`src/rtl/uart_rx_deserializer_pkg.sv`:
```
// Shared types and helpers for the UART receive deserializer.
// The optional parity check is enabled by defining PARITY_CHECK_EN.
package uart_rx_pkg;

    localparam int STATE_W = 3;

    typedef enum logic [STATE_W-1:0] {
        IDLE   = 3'd0,
        START  = 3'd1,
        DATA   = 3'd2,
        PARITY = 3'd3,
        STOP   = 3'd4
    } rx_state_e;

    localparam logic EVEN_PAR = 1'b0;
    localparam logic ODD_PAR  = 1'b1;

    // Two-out-of-three vote used to reject single-sample line noise.
    function automatic logic majority3(input logic a, input logic b, input logic c);
        return (a & b) | (a & c) | (b & c);
    endfunction

endpackage

```
`src/rtl/uart_rx_deserializer_if.sv`:
```
// Serial-in / parallel-out bundle of the UART receiver.
// The slave modport is the receiver; the master modport is the line driver / consumer.
interface uart_rx_deserializer_if #(
    parameter int DATA_WIDTH = 8
);
    logic                  RX_IN;
    logic                  PAR_TYP;
    logic [DATA_WIDTH-1:0] P_DATA;
    logic                  Data_Valid;
    logic                  par_err;
    logic                  stop_err;

    modport master (
        output RX_IN,
        output PAR_TYP,
        input  P_DATA,
        input  Data_Valid,
        input  par_err,
        input  stop_err
    );

    modport slave (
        input  RX_IN,
        input  PAR_TYP,
        output P_DATA,
        output Data_Valid,
        output par_err,
        output stop_err
    );
endinterface

```
`src/rtl/uart_rx_data_sampler.sv`:
```
// Bit-period timing and 3-point oversampling for the UART receiver.
// edge_cnt runs 0..PRESCALE-1 while enabled; bit_tick marks the last edge of a bit,
// at which point sampled_bit holds the majority vote of the three mid-bit samples.
module uart_rx_data_sampler
    import uart_rx_pkg::*;
#(
    parameter int PRESCALE = 8,
    parameter int CNT_W    = $clog2(PRESCALE)
) (
    input  logic             clk,
    input  logic             rst,
    input  logic             rx_in,
    input  logic             enable,
    output logic             sampled_bit,
    output logic             bit_tick,
    output logic [CNT_W-1:0] edge_cnt
);

    localparam int  S0        = PRESCALE / 2 - 1;
    localparam int  S1        = PRESCALE / 2;
    localparam int  S2        = PRESCALE / 2 + 1;
    // With PRESCALE=4 the third sample coincides with the bit's last edge, so the vote
    // must use the live line value instead of the not-yet-captured sample.
    localparam bit  LAST_LIVE = (S2 == PRESCALE - 1);

    logic [CNT_W-1:0] edge_cnt_q, edge_cnt_d;
    logic [2:0]       samp_q, samp_d;

    // Advance the edge counter and capture the three mid-bit samples.
    always_comb begin
        edge_cnt_d = edge_cnt_q;
        samp_d     = samp_q;
        if (enable) begin
            if (edge_cnt_q == CNT_W'(PRESCALE - 1)) begin
                edge_cnt_d = '0;
            end else begin
                edge_cnt_d = edge_cnt_q + CNT_W'(1);
            end
            if (edge_cnt_q == CNT_W'(S0)) begin
                samp_d[0] = rx_in;
            end else if (edge_cnt_q == CNT_W'(S1)) begin
                samp_d[1] = rx_in;
            end else if (edge_cnt_q == CNT_W'(S2)) begin
                samp_d[2] = rx_in;
            end else begin
                samp_d = samp_q;
            end
        end else begin
            edge_cnt_d = '0;
            samp_d     = samp_q;
        end
    end

    // Register the counter and sample history.
    always_ff @(posedge clk or posedge rst) begin
        if (rst) begin
            edge_cnt_q <= '0;
            samp_q     <= 3'b111;
        end else begin
            edge_cnt_q <= edge_cnt_d;
            samp_q     <= samp_d;
        end
    end

    assign sampled_bit = majority3(samp_q[0], samp_q[1], LAST_LIVE ? rx_in : samp_q[2]);
    assign bit_tick    = enable && (edge_cnt_q == CNT_W'(PRESCALE - 1));
    assign edge_cnt    = edge_cnt_q;

endmodule

```
`src/rtl/uart_rx_deserializer.sv`:
```
// UART receive deserializer: start detect, LSB-first data recovery, optional parity,
// one stop bit, one-cycle result strobes. Define PARITY_CHECK_EN to include the parity bit.
module uart_rx_deserializer
    import uart_rx_pkg::*;
#(
    parameter int DATA_WIDTH = 8,
    parameter int PRESCALE   = 8
) (
    input  logic                   CLK,
    input  logic                   RST,
    uart_rx_deserializer_if.slave  rx_if
);

    localparam int CNT_W  = $clog2(PRESCALE);
    localparam int BCNT_W = $clog2(DATA_WIDTH);

    rx_state_e             state_q, state_d;
    logic [BCNT_W-1:0]     bit_cnt_q, bit_cnt_d;
    logic [DATA_WIDTH-1:0] shift_q, shift_d;
    logic [DATA_WIDTH-1:0] p_data_q, p_data_d;
    logic                  dv_q, dv_d;
    logic                  perr_q, perr_d;
    logic                  serr_q, serr_d;
    logic                  par_ok_s;
    logic                  sampled_bit_s;
    logic                  bit_tick_s;
    logic [CNT_W-1:0]      edge_cnt_s;
    logic                  sampler_en_s;

`ifdef PARITY_CHECK_EN
    logic par_bit_q, par_bit_d;
    logic par_typ_q, par_typ_d;

    // True when the received parity bit matches the data under the selected parity type.
    function automatic logic parity_ok(input logic [DATA_WIDTH-1:0] data,
                                       input logic par_bit, input logic par_typ);
        return ((^data) ^ (par_typ == ODD_PAR)) == par_bit;
    endfunction
`endif

    // The sampler runs for the whole frame and also in the IDLE cycle that sees the start edge,
    // so that cycle counts as edge 0 of the start bit.
    assign sampler_en_s = (state_q != IDLE) || !rx_if.RX_IN;

    uart_rx_data_sampler #(
        .PRESCALE (PRESCALE),
        .CNT_W    (CNT_W)
    ) u_sampler (
        .clk         (CLK),
        .rst         (RST),
        .rx_in       (rx_if.RX_IN),
        .enable      (sampler_en_s),
        .sampled_bit (sampled_bit_s),
        .bit_tick    (bit_tick_s),
        .edge_cnt    (edge_cnt_s)
    );

    // Frame FSM next-state, data assembly and result strobes.
    always_comb begin
        state_d   = state_q;
        bit_cnt_d = bit_cnt_q;
        shift_d   = shift_q;
        p_data_d  = p_data_q;
        dv_d      = 1'b0;
        perr_d    = 1'b0;
        serr_d    = 1'b0;
        par_ok_s  = 1'b1;
`ifdef PARITY_CHECK_EN
        par_bit_d = par_bit_q;
        par_typ_d = par_typ_q;
`endif
        case (state_q)
            IDLE: begin
                if (!rx_if.RX_IN) begin
                    state_d = START;
                end else begin
                    state_d = IDLE;
                end
            end
            START: begin
                if (bit_tick_s) begin
                    if (sampled_bit_s) begin
                        state_d = IDLE;
                    end else begin
                        state_d   = DATA;
                        bit_cnt_d = '0;
                    end
                end else begin
                    state_d = START;
                end
            end
            DATA: begin
                if (bit_tick_s) begin
                    shift_d = {sampled_bit_s, shift_q[DATA_WIDTH-1:1]};
                    if (bit_cnt_q == BCNT_W'(DATA_WIDTH - 1)) begin
                        bit_cnt_d = '0;
`ifdef PARITY_CHECK_EN
                        state_d   = PARITY;
`else
                        state_d   = STOP;
`endif
                    end else begin
                        bit_cnt_d = bit_cnt_q + BCNT_W'(1);
                    end
                end else begin
                    state_d = DATA;
                end
            end
            PARITY: begin
`ifdef PARITY_CHECK_EN
                if (bit_tick_s) begin
                    par_bit_d = sampled_bit_s;
                    state_d   = STOP;
                end else begin
                    state_d = PARITY;
                end
`else
                state_d = IDLE;
`endif
            end
            STOP: begin
`ifdef PARITY_CHECK_EN
                if (edge_cnt_s == '0) begin
                    par_typ_d = rx_if.PAR_TYP;
                end else begin
                    par_typ_d = par_typ_q;
                end
                par_ok_s = parity_ok(shift_q, par_bit_q, par_typ_q);
`endif
                if (bit_tick_s) begin
                    if (sampled_bit_s && par_ok_s) begin
                        p_data_d = shift_q;
                        dv_d     = 1'b1;
                    end else begin
                        serr_d = !sampled_bit_s;
                        perr_d = !par_ok_s;
                    end
                    state_d = IDLE;
                end else begin
                    state_d = STOP;
                end
            end
            default: begin
                state_d = IDLE;
            end
        endcase
    end

    // FSM state, datapath and registered outputs.
    always_ff @(posedge CLK or posedge RST) begin
        if (RST) begin
            state_q   <= IDLE;
            bit_cnt_q <= '0;
            shift_q   <= '0;
            p_data_q  <= '0;
            dv_q      <= 1'b0;
            perr_q    <= 1'b0;
            serr_q    <= 1'b0;
`ifdef PARITY_CHECK_EN
            par_bit_q <= 1'b0;
            par_typ_q <= EVEN_PAR;
`endif
        end else begin
            state_q   <= state_d;
            bit_cnt_q <= bit_cnt_d;
            shift_q   <= shift_d;
            p_data_q  <= p_data_d;
            dv_q      <= dv_d;
            perr_q    <= perr_d;
            serr_q    <= serr_d;
`ifdef PARITY_CHECK_EN
            par_bit_q <= par_bit_d;
            par_typ_q <= par_typ_d;
`endif
        end
    end

    assign rx_if.P_DATA     = p_data_q;
    assign rx_if.Data_Valid = dv_q;
    assign rx_if.par_err    = perr_q;
    assign rx_if.stop_err   = serr_q;

endmodule

```
`src/flat_wrapper.sv`:
```
// flat-port wrapper written by rule: the top's interface ports become plain ports
module uart_rx_deserializer_flat import uart_rx_pkg::*;
#(
    parameter int DATA_WIDTH = 8,
    parameter int PRESCALE   = 8
)
  (CLK, RST, rx_if_RX_IN, rx_if_PAR_TYP, rx_if_P_DATA, rx_if_Data_Valid, rx_if_par_err, rx_if_stop_err);
  uart_rx_deserializer_if #(.DATA_WIDTH(DATA_WIDTH)) rx_if_i ();
  input  logic CLK;
  input  logic RST;
  input wire logic [$bits(rx_if_i.RX_IN)-1:0] rx_if_RX_IN;
  input wire logic [$bits(rx_if_i.PAR_TYP)-1:0] rx_if_PAR_TYP;
  output wire logic [$bits(rx_if_i.P_DATA)-1:0] rx_if_P_DATA;
  output wire logic [$bits(rx_if_i.Data_Valid)-1:0] rx_if_Data_Valid;
  output wire logic [$bits(rx_if_i.par_err)-1:0] rx_if_par_err;
  output wire logic [$bits(rx_if_i.stop_err)-1:0] rx_if_stop_err;
  assign rx_if_i.RX_IN = rx_if_RX_IN;
  assign rx_if_i.PAR_TYP = rx_if_PAR_TYP;
  assign rx_if_P_DATA = rx_if_i.P_DATA;
  assign rx_if_Data_Valid = rx_if_i.Data_Valid;
  assign rx_if_par_err = rx_if_i.par_err;
  assign rx_if_stop_err = rx_if_i.stop_err;
  uart_rx_deserializer #(.DATA_WIDTH(DATA_WIDTH), .PRESCALE(PRESCALE)) u_core (.CLK(CLK), .RST(RST), .rx_if(rx_if_i));
endmodule
```
`config.mk`:
```
export PLATFORM = sky130hd
export DESIGN_NAME = uart_rx_deserializer_flat
export DESIGN_NICKNAME = d
export VERILOG_FILES = /design/src/rtl/uart_rx_deserializer_pkg.sv /design/src/rtl/uart_rx_deserializer_if.sv /design/src/rtl/uart_rx_data_sampler.sv /design/src/rtl/uart_rx_deserializer.sv /design/src/flat_wrapper.sv
export SDC_FILE = /design/constraint.sdc
export NUM_CORES = 1
export LEC_CHECK = 0
export CORE_MARGIN = 4
export CORE_UTILIZATION = 49
export DETAILED_ROUTE_END_ITERATION = 10
export GPL_ROUTABILITY_DRIVEN = 0
export GPL_TIMING_DRIVEN = 0
export PLACE_DENSITY = 0.75
export SLEW_MARGIN = 30
export SYNTH_ARGS = -nofsm -noshare
export SYNTH_HDL_FRONTEND = slang
export SYNTH_SLANG_ARGS = --single-unit
```
`constraint.sdc`:
```
create_clock -name CLK -period 1.7 [get_ports CLK]
set_clock_uncertainty 0.2 [all_clocks]
set_input_delay 0.17 -clock CLK [delete_from_list [all_inputs] [get_ports CLK]]
set_output_delay 0.17 -clock CLK [all_outputs]
set_load 0.01 [all_outputs]
```
Word level (Yosys, flattened, before mapping) --
Index checks and enable logic that the tools add are counted.
Word-level totals: register bits 30, word-level logic and storage cells 64, output and inout port bits 11
Cells by class: equality and inequality tests 12, reduce and logical (&&, ||, !) cells 13, add/sub/neg operators 2, bitwise operators 7, muxes and demuxes 20
Operators by type and width (number):
- 3-bit 2-to-1 mux | 9
- 3-bit == test (second input constant) | 5
- 3-bit one-hot mux with 4 select lines | 1
- 4-bit AND reduction | 2
- 1-bit 2-to-1 mux | 7
- 3-bit by 1-bit adder with 3-bit output (second input constant) | 2
- 3-bit by 2-bit == test with 1-bit output (second input constant) | 2
- 3-bit one-hot mux with 2 select lines | 1
- 3-bit AND reduction | 2
- 2-bit 2-to-1 mux | 2
- 2-bit by 1-bit inequality test with 1-bit output (second input constant) | 2
- 2-bit AND reduction | 2
- 1-bit bitwise AND | 3
- 3-bit by 1-bit == test with 1-bit output (second input constant) | 1
- 3-bit logical NOT | 1
- 3-bit inequality test (second input constant) | 1
- 3-bit nonzero test | 1
- 1-bit logical NOT | 2
- 2-bit inequality test (second input constant) | 1
- 1-bit NOT | 2
- 1-bit OR | 2
- 2-bit nonzero test | 1
- 1-bit logical AND | 1
- 1-bit logical OR | 1

Depth between registers and ports, before layout --
depth in word-level cells 7, mapped depth 6

By module --
From an unflattened synthesis, not the netlist that was laid out.
Unflattened totals: cells, all modules 102, area, all modules 1380.1 µm²
Modules (own cells, without submodules):
- uart_rx_deserializer | area each 1054.8 µm², cells an instance 76, seq. area each 600.6 µm², times used 1
- uart_rx_data_sampler | area each 325.3 µm², cells an instance 26, seq. area each 153.9 µm², times used 1

Worst setup path after synthesis --
OpenSTA, ideal clock, no wires.
path kind reg2reg, start point register u_core.u_sampler.edge_cnt_q[0], in the netlist u_core.u_sampler.edge_cnt[0], end point register u_core.p_data_q[0], in the netlist u_core.rx_if.P_DATA[0], setup time 0.125 ns, slack -0.187 ns, data required time 1.375 ns, arrival time 1.562 ns, stages on the path, launching flop included 6, period minus slack after synthesis 1.887 ns, buffers on the path 0, path through dfrtp_1 -> ha_1 -> ha_1 -> and4bb_2 -> nand2_4 -> mux2_4
On the way: word-level cells in the longest chain between the ends 3
Ends and longest elaborated chain:
- start, declared | line uart_rx_data_sampler.sv:26 | logic [CNT_W-1:0] edge_cnt_q, edge_cnt_d;
- start signal, assigned | line uart_rx_data_sampler.sv:60 | edge_cnt_q <= edge_cnt_d;
- 3-bit == test | line uart_rx_data_sampler.sv:66 | assign bit_tick = enable && (edge_cnt_q == CNT_W'(PRESCALE - 1));
- 1-bit logical AND | line uart_rx_data_sampler.sv:66
- 3-bit AND reduction (no source line)
- end signal, assigned | line uart_rx_deserializer.sv:167 | p_data_q <= p_data_d;
- end, declared | line uart_rx_deserializer.sv:20 | logic [DATA_WIDTH-1:0] p_data_q, p_data_d;
No other way between the ends. A chain may end at the register's enable or synchronous reset.

Worst setup path after layout --
start point register u_core.u_sampler.edge_cnt_q[0], in the netlist u_core.u_sampler.edge_cnt[0], end point register u_core.shift_q[2]
On the way: word-level cells in the longest chain between the ends 3
Ends and longest elaborated chain:
- 3-bit == test | line uart_rx_data_sampler.sv:66
- 1-bit logical AND | line uart_rx_data_sampler.sv:66
- 2-bit AND reduction (no source line)
- end signal, assigned | line uart_rx_deserializer.sv:166 | shift_q <= shift_d;
- end, declared | line uart_rx_deserializer.sv:19 | logic [DATA_WIDTH-1:0] shift_q, shift_d;
No other way between the ends.

==> impl_metrics.env <==
export IMPL_reg2regPathDepth=5
export IMPL_grt_first_pass_wirelength_mm=4.236
export IMPL_leakagePower_nw=0.8912
export IMPL_power_per_cell_area_nw_per_um2=1199
export IMPL_crit_path_end_kind="register"
export IMPL_slew_violations=0
export IMPL_violations="negative setup slack"
export IMPL_synth_net_count=119
export IMPL_fillCellCount=196
export IMPL_start_util=0.5080
export IMPL_row_count=19
export IMPL_worst_slew_pin_slew_ps=604.7
export IMPL_die_area_sq_um=3750
export IMPL_synthTopCellsByCount="27 x sky130_fd_sc_hd__dfrtp_1, 10 x sky130_fd_sc_hd__a21oi_1, 10 x sky130_fd_sc_hd__inv_1"
export IMPL_hold_path_class="input pin to asynchronous set/reset pin"
export IMPL_drt_first_pass_iters=4
export IMPL_global_route_usage_total=0.1594
export IMPL_rrSetupSlack_ps=-50
export IMPL_synthTopCellsByArea="sky130_fd_sc_hd__dfrtp_1 49%, sky130_fd_sc_hd__mux2_4 8.6%, sky130_fd_sc_hd__mux2_2 6.5%"
export IMPL_design_core_area_sq_um=2734
export IMPL_numCtsBuffers=5
export IMPL_outcome="finished, violations left"
export IMPL_layout_overhead_on_the_synthesized_area_pct=30.72
export IMPL_layout_worst_path_cycle_share=1.029
export IMPL_residual_antenna_violating_net_count_after_detailed_routing=0
export IMPL_peakVddDrop_mv=0.9853
export IMPL_cts_path_max_buffers=2
export IMPL_part_of_the_yosys_area_used_for_sequential_elements=0.5432
export IMPL_die_w_um=61.24
export IMPL_route_detailed_vias_per_inst=5.396
export IMPL_dp_cells=151
export IMPL_timing_critical_path_from_type="register"
export IMPL_postSynthCellCount=108
export IMPL_clkTransAtPathRegs_ps=90
export IMPL_n_antenna_cell=0
export IMPL_critPathLaunch="u_core.u_sampler.edge_cnt[0]"
export IMPL_cts_tree="built"
export IMPL_time_the_final_worst_path_needs_with_i_o_delays_and_setup_ps=1749
export IMPL_multi_input_comb_area_sq_um=664.4
export IMPL_routed_wire_length_per_instance_um=15.54
export IMPL_max_clock_freq_ghz=0.5717
export IMPL_synthesis_yosys_warnings=0
export IMPL_via_count_of_the_first_global_routing_pass=965
export IMPL_cp_required_ps=1730
export IMPL_netlist_area_before_placement_sq_um=1389
export IMPL_clock_sinks=30
export IMPL_postLayoutSetupSlackWorst_ps=-49.04
export IMPL_synth_cell_types=30
export IMPL_rsz0062_at_grt="yes"
export IMPL_detail_route_drc_violations=0
export IMPL_count_of_flip_flops_with_a_built_in_enable_after_synthesis=0
export IMPL_grt_antenna_before_repair=0
export IMPL_clk_root_buffer_cell="sky130_fd_sc_hd__clkbuf_4"
export IMPL_synth_ff_type="sky130_fd_sc_hd__dfrtp_1"
export IMPL_reg2reg_from="u_core.u_sampler.edge_cnt[0]"
export IMPL_library_cell_with_the_largest_summed_area_after_synthesis="sky130_fd_sc_hd__dfrtp_1"
export IMPL_die_height_um=61.24
export IMPL_port_buffers=12
export IMPL_final_util=0.6641
export IMPL_power_total_mw=2.176
export IMPL_timing_max_cap_violations=0
export IMPL_globalRoute_totalOverflow=0
export IMPL_design_final_nets=148
export IMPL_report_final_setup_viol=16
export IMPL_htreeDepth=2
export IMPL_criticalPathCategory="register to register"
export IMPL_syn_area_per_cell_sq_um=12.86
export IMPL_timing_final_hold_violations=0
export IMPL_drt_first_iter_violations=10
export IMPL_route_vias_total=912
export IMPL_boundaryPins=15
export IMPL_layoutNonFillerInstCount=169
export IMPL_totalWireLength_mm=2.627
export IMPL_timing_critical_path_arrival_ps=1780
export IMPL_worst_slew_margin_rel=0.5963
export IMPL_ys_async_sr_fraction=1.000
export IMPL_layout_drive_gt1_share=0.3696
export IMPL_synth_largest_type_area_fraction=0.4865
export IMPL_worst_path_max_fanout=5
export IMPL_cts_hold_buf=0
export IMPL_yosysMostFrequentCell="sky130_fd_sc_hd__dfrtp_1"
export IMPL_pin_count_of_the_biggest_net_entering_global_routing=31
export IMPL_worst_skew_pair_late_latency_ps=340
export IMPL_detailedPlacementHpwl_mm=1.712
export IMPL_synth_ff_latch_count=30
export IMPL_final_seq_area_sq_um=754.5
-- state kept, by name (all words and copies together) (netlist names) --
signal / count
u_core.bit_cnt_q: 3
u_core.state_q: 3
u_core.rx_if.Data_Valid: 1
u_core.u_sampler.edge_cnt: 3
u_core.rx_if.stop_err: 1
u_core.shift_q: 8
u_core.u_sampler.samp_q: 3
u_core.rx_if.P_DATA: 8
-- worst max-delay path: stages, from the launching register on --
cell and delay (ps):
sky130_fd_sc_hd__dfrtp_1 400, sky130_fd_sc_hd__ha_4 170, sky130_fd_sc_hd__ha_4 150, sky130_fd_sc_hd__and4bb_4 290
sky130_fd_sc_hd__buf_8 140, sky130_fd_sc_hd__mux2_4 300
-- final timing paths --
check | endpoint
setup / recovery | u_core.shift_q[2]
hold / removal | u_core.rx_if.P_DATA[7]
setup reg to reg | u_core.shift_q[2]
hold reg to reg | u_core.bit_cnt_q[0]
max in group asynchronous | u_core.rx_if.P_DATA[1]
min in group CLK | u_core.state_q[0]
-- where the power goes --
group	internal (mW)	switching (mW)	total [mW]	leakage, nW
Combinational	0.319	0.346	0.665	0.460
Clock	0.304	0.253	0.558	0.0450
Sequential	0.849	0.104	0.954	0.386
-- placed cells by master, fill, tap and decap left out, drive strengths merged, types with 2 or more instances in the layout --
cell type      instances
clkinv                 2
clkdlybuf4s50         12
dfstp                  3
mux2                  16
o21ai                  2
and3b                  2
nor2                   3
clkbuf                 6
nor2b                  2
inv                   10
and4bb                 2
ha                     7
a21oi                 10
dfrtp                 27
nand2                  6
or3                    2
o211ai                 2
buf                   11
-- metal layers --
layer / global-route usage / vias to the layer above / routed length (um) / part of all wire
met4: 0.05573 / 0 / 55 / 0.021
li1: - / 428 / - / -
met1: 0.1811 / 460 / 1072 / 0.41
met2: 0.2719 / 18 / 1386 / 0.53
met3: 0.06289 / 6 / 113 / 0.043
met5: 0 / - / 0 / 0
-- cells by family after synthesis --
group / count (synthesis) / share of synthesized area
compound gates: 17 / 0.06937
mux: 16 / 0.1514
buf+inv: 13 / 0.04865
fa+ha+maj: 8 / 0.07297
other cells: 1 / 0.002700
simple gates: 23 / 0.1117
flops: 30 / 0.5432
-- metrics by stage --
step / setup slack (ps) / area, sq um / setup TNS [ps] / hold slack [ps]
detailed placement: -226.2 / 1582 / -2991 / 285.7
floorplan: -69.39 / 1423 / -877.4 / 51.54
finish: -49.04 / 1815 / -499.6 / 12.76
global route: -88.34 / 1815 / -1086 / 87.53
global placement: -156.0 / 1582 / -2014 / 280.4
CTS: -113.8 / 1734 / -1395 / 31.44
-- area by class of cell --
| cell class | instances | area share |
|---|---|---|
| clock inverters | 3 | 0.02205 |
| clock buffers | 5 | 0.02068 |
| multi-input cells | 66 | 0.3660 |
| plain buffers | 3 | 0.01861 |
| repair buffers | 21 | 0.1151 |
| inverters | 10 | 0.02068 |
| well taps | 31 | 0.02136 |
| flip-flops and latches | 30 | 0.4156 |
-- timing repair --
action	in CTS	in global routing
gates resized for setup	6	8
gates cloned	1	1
endpoints found under the hold margin	0	0
pin swaps	3	4
setup endpoints to repair	19	22
buffers inserted	6	2
(Power assumes the default switching activity.)
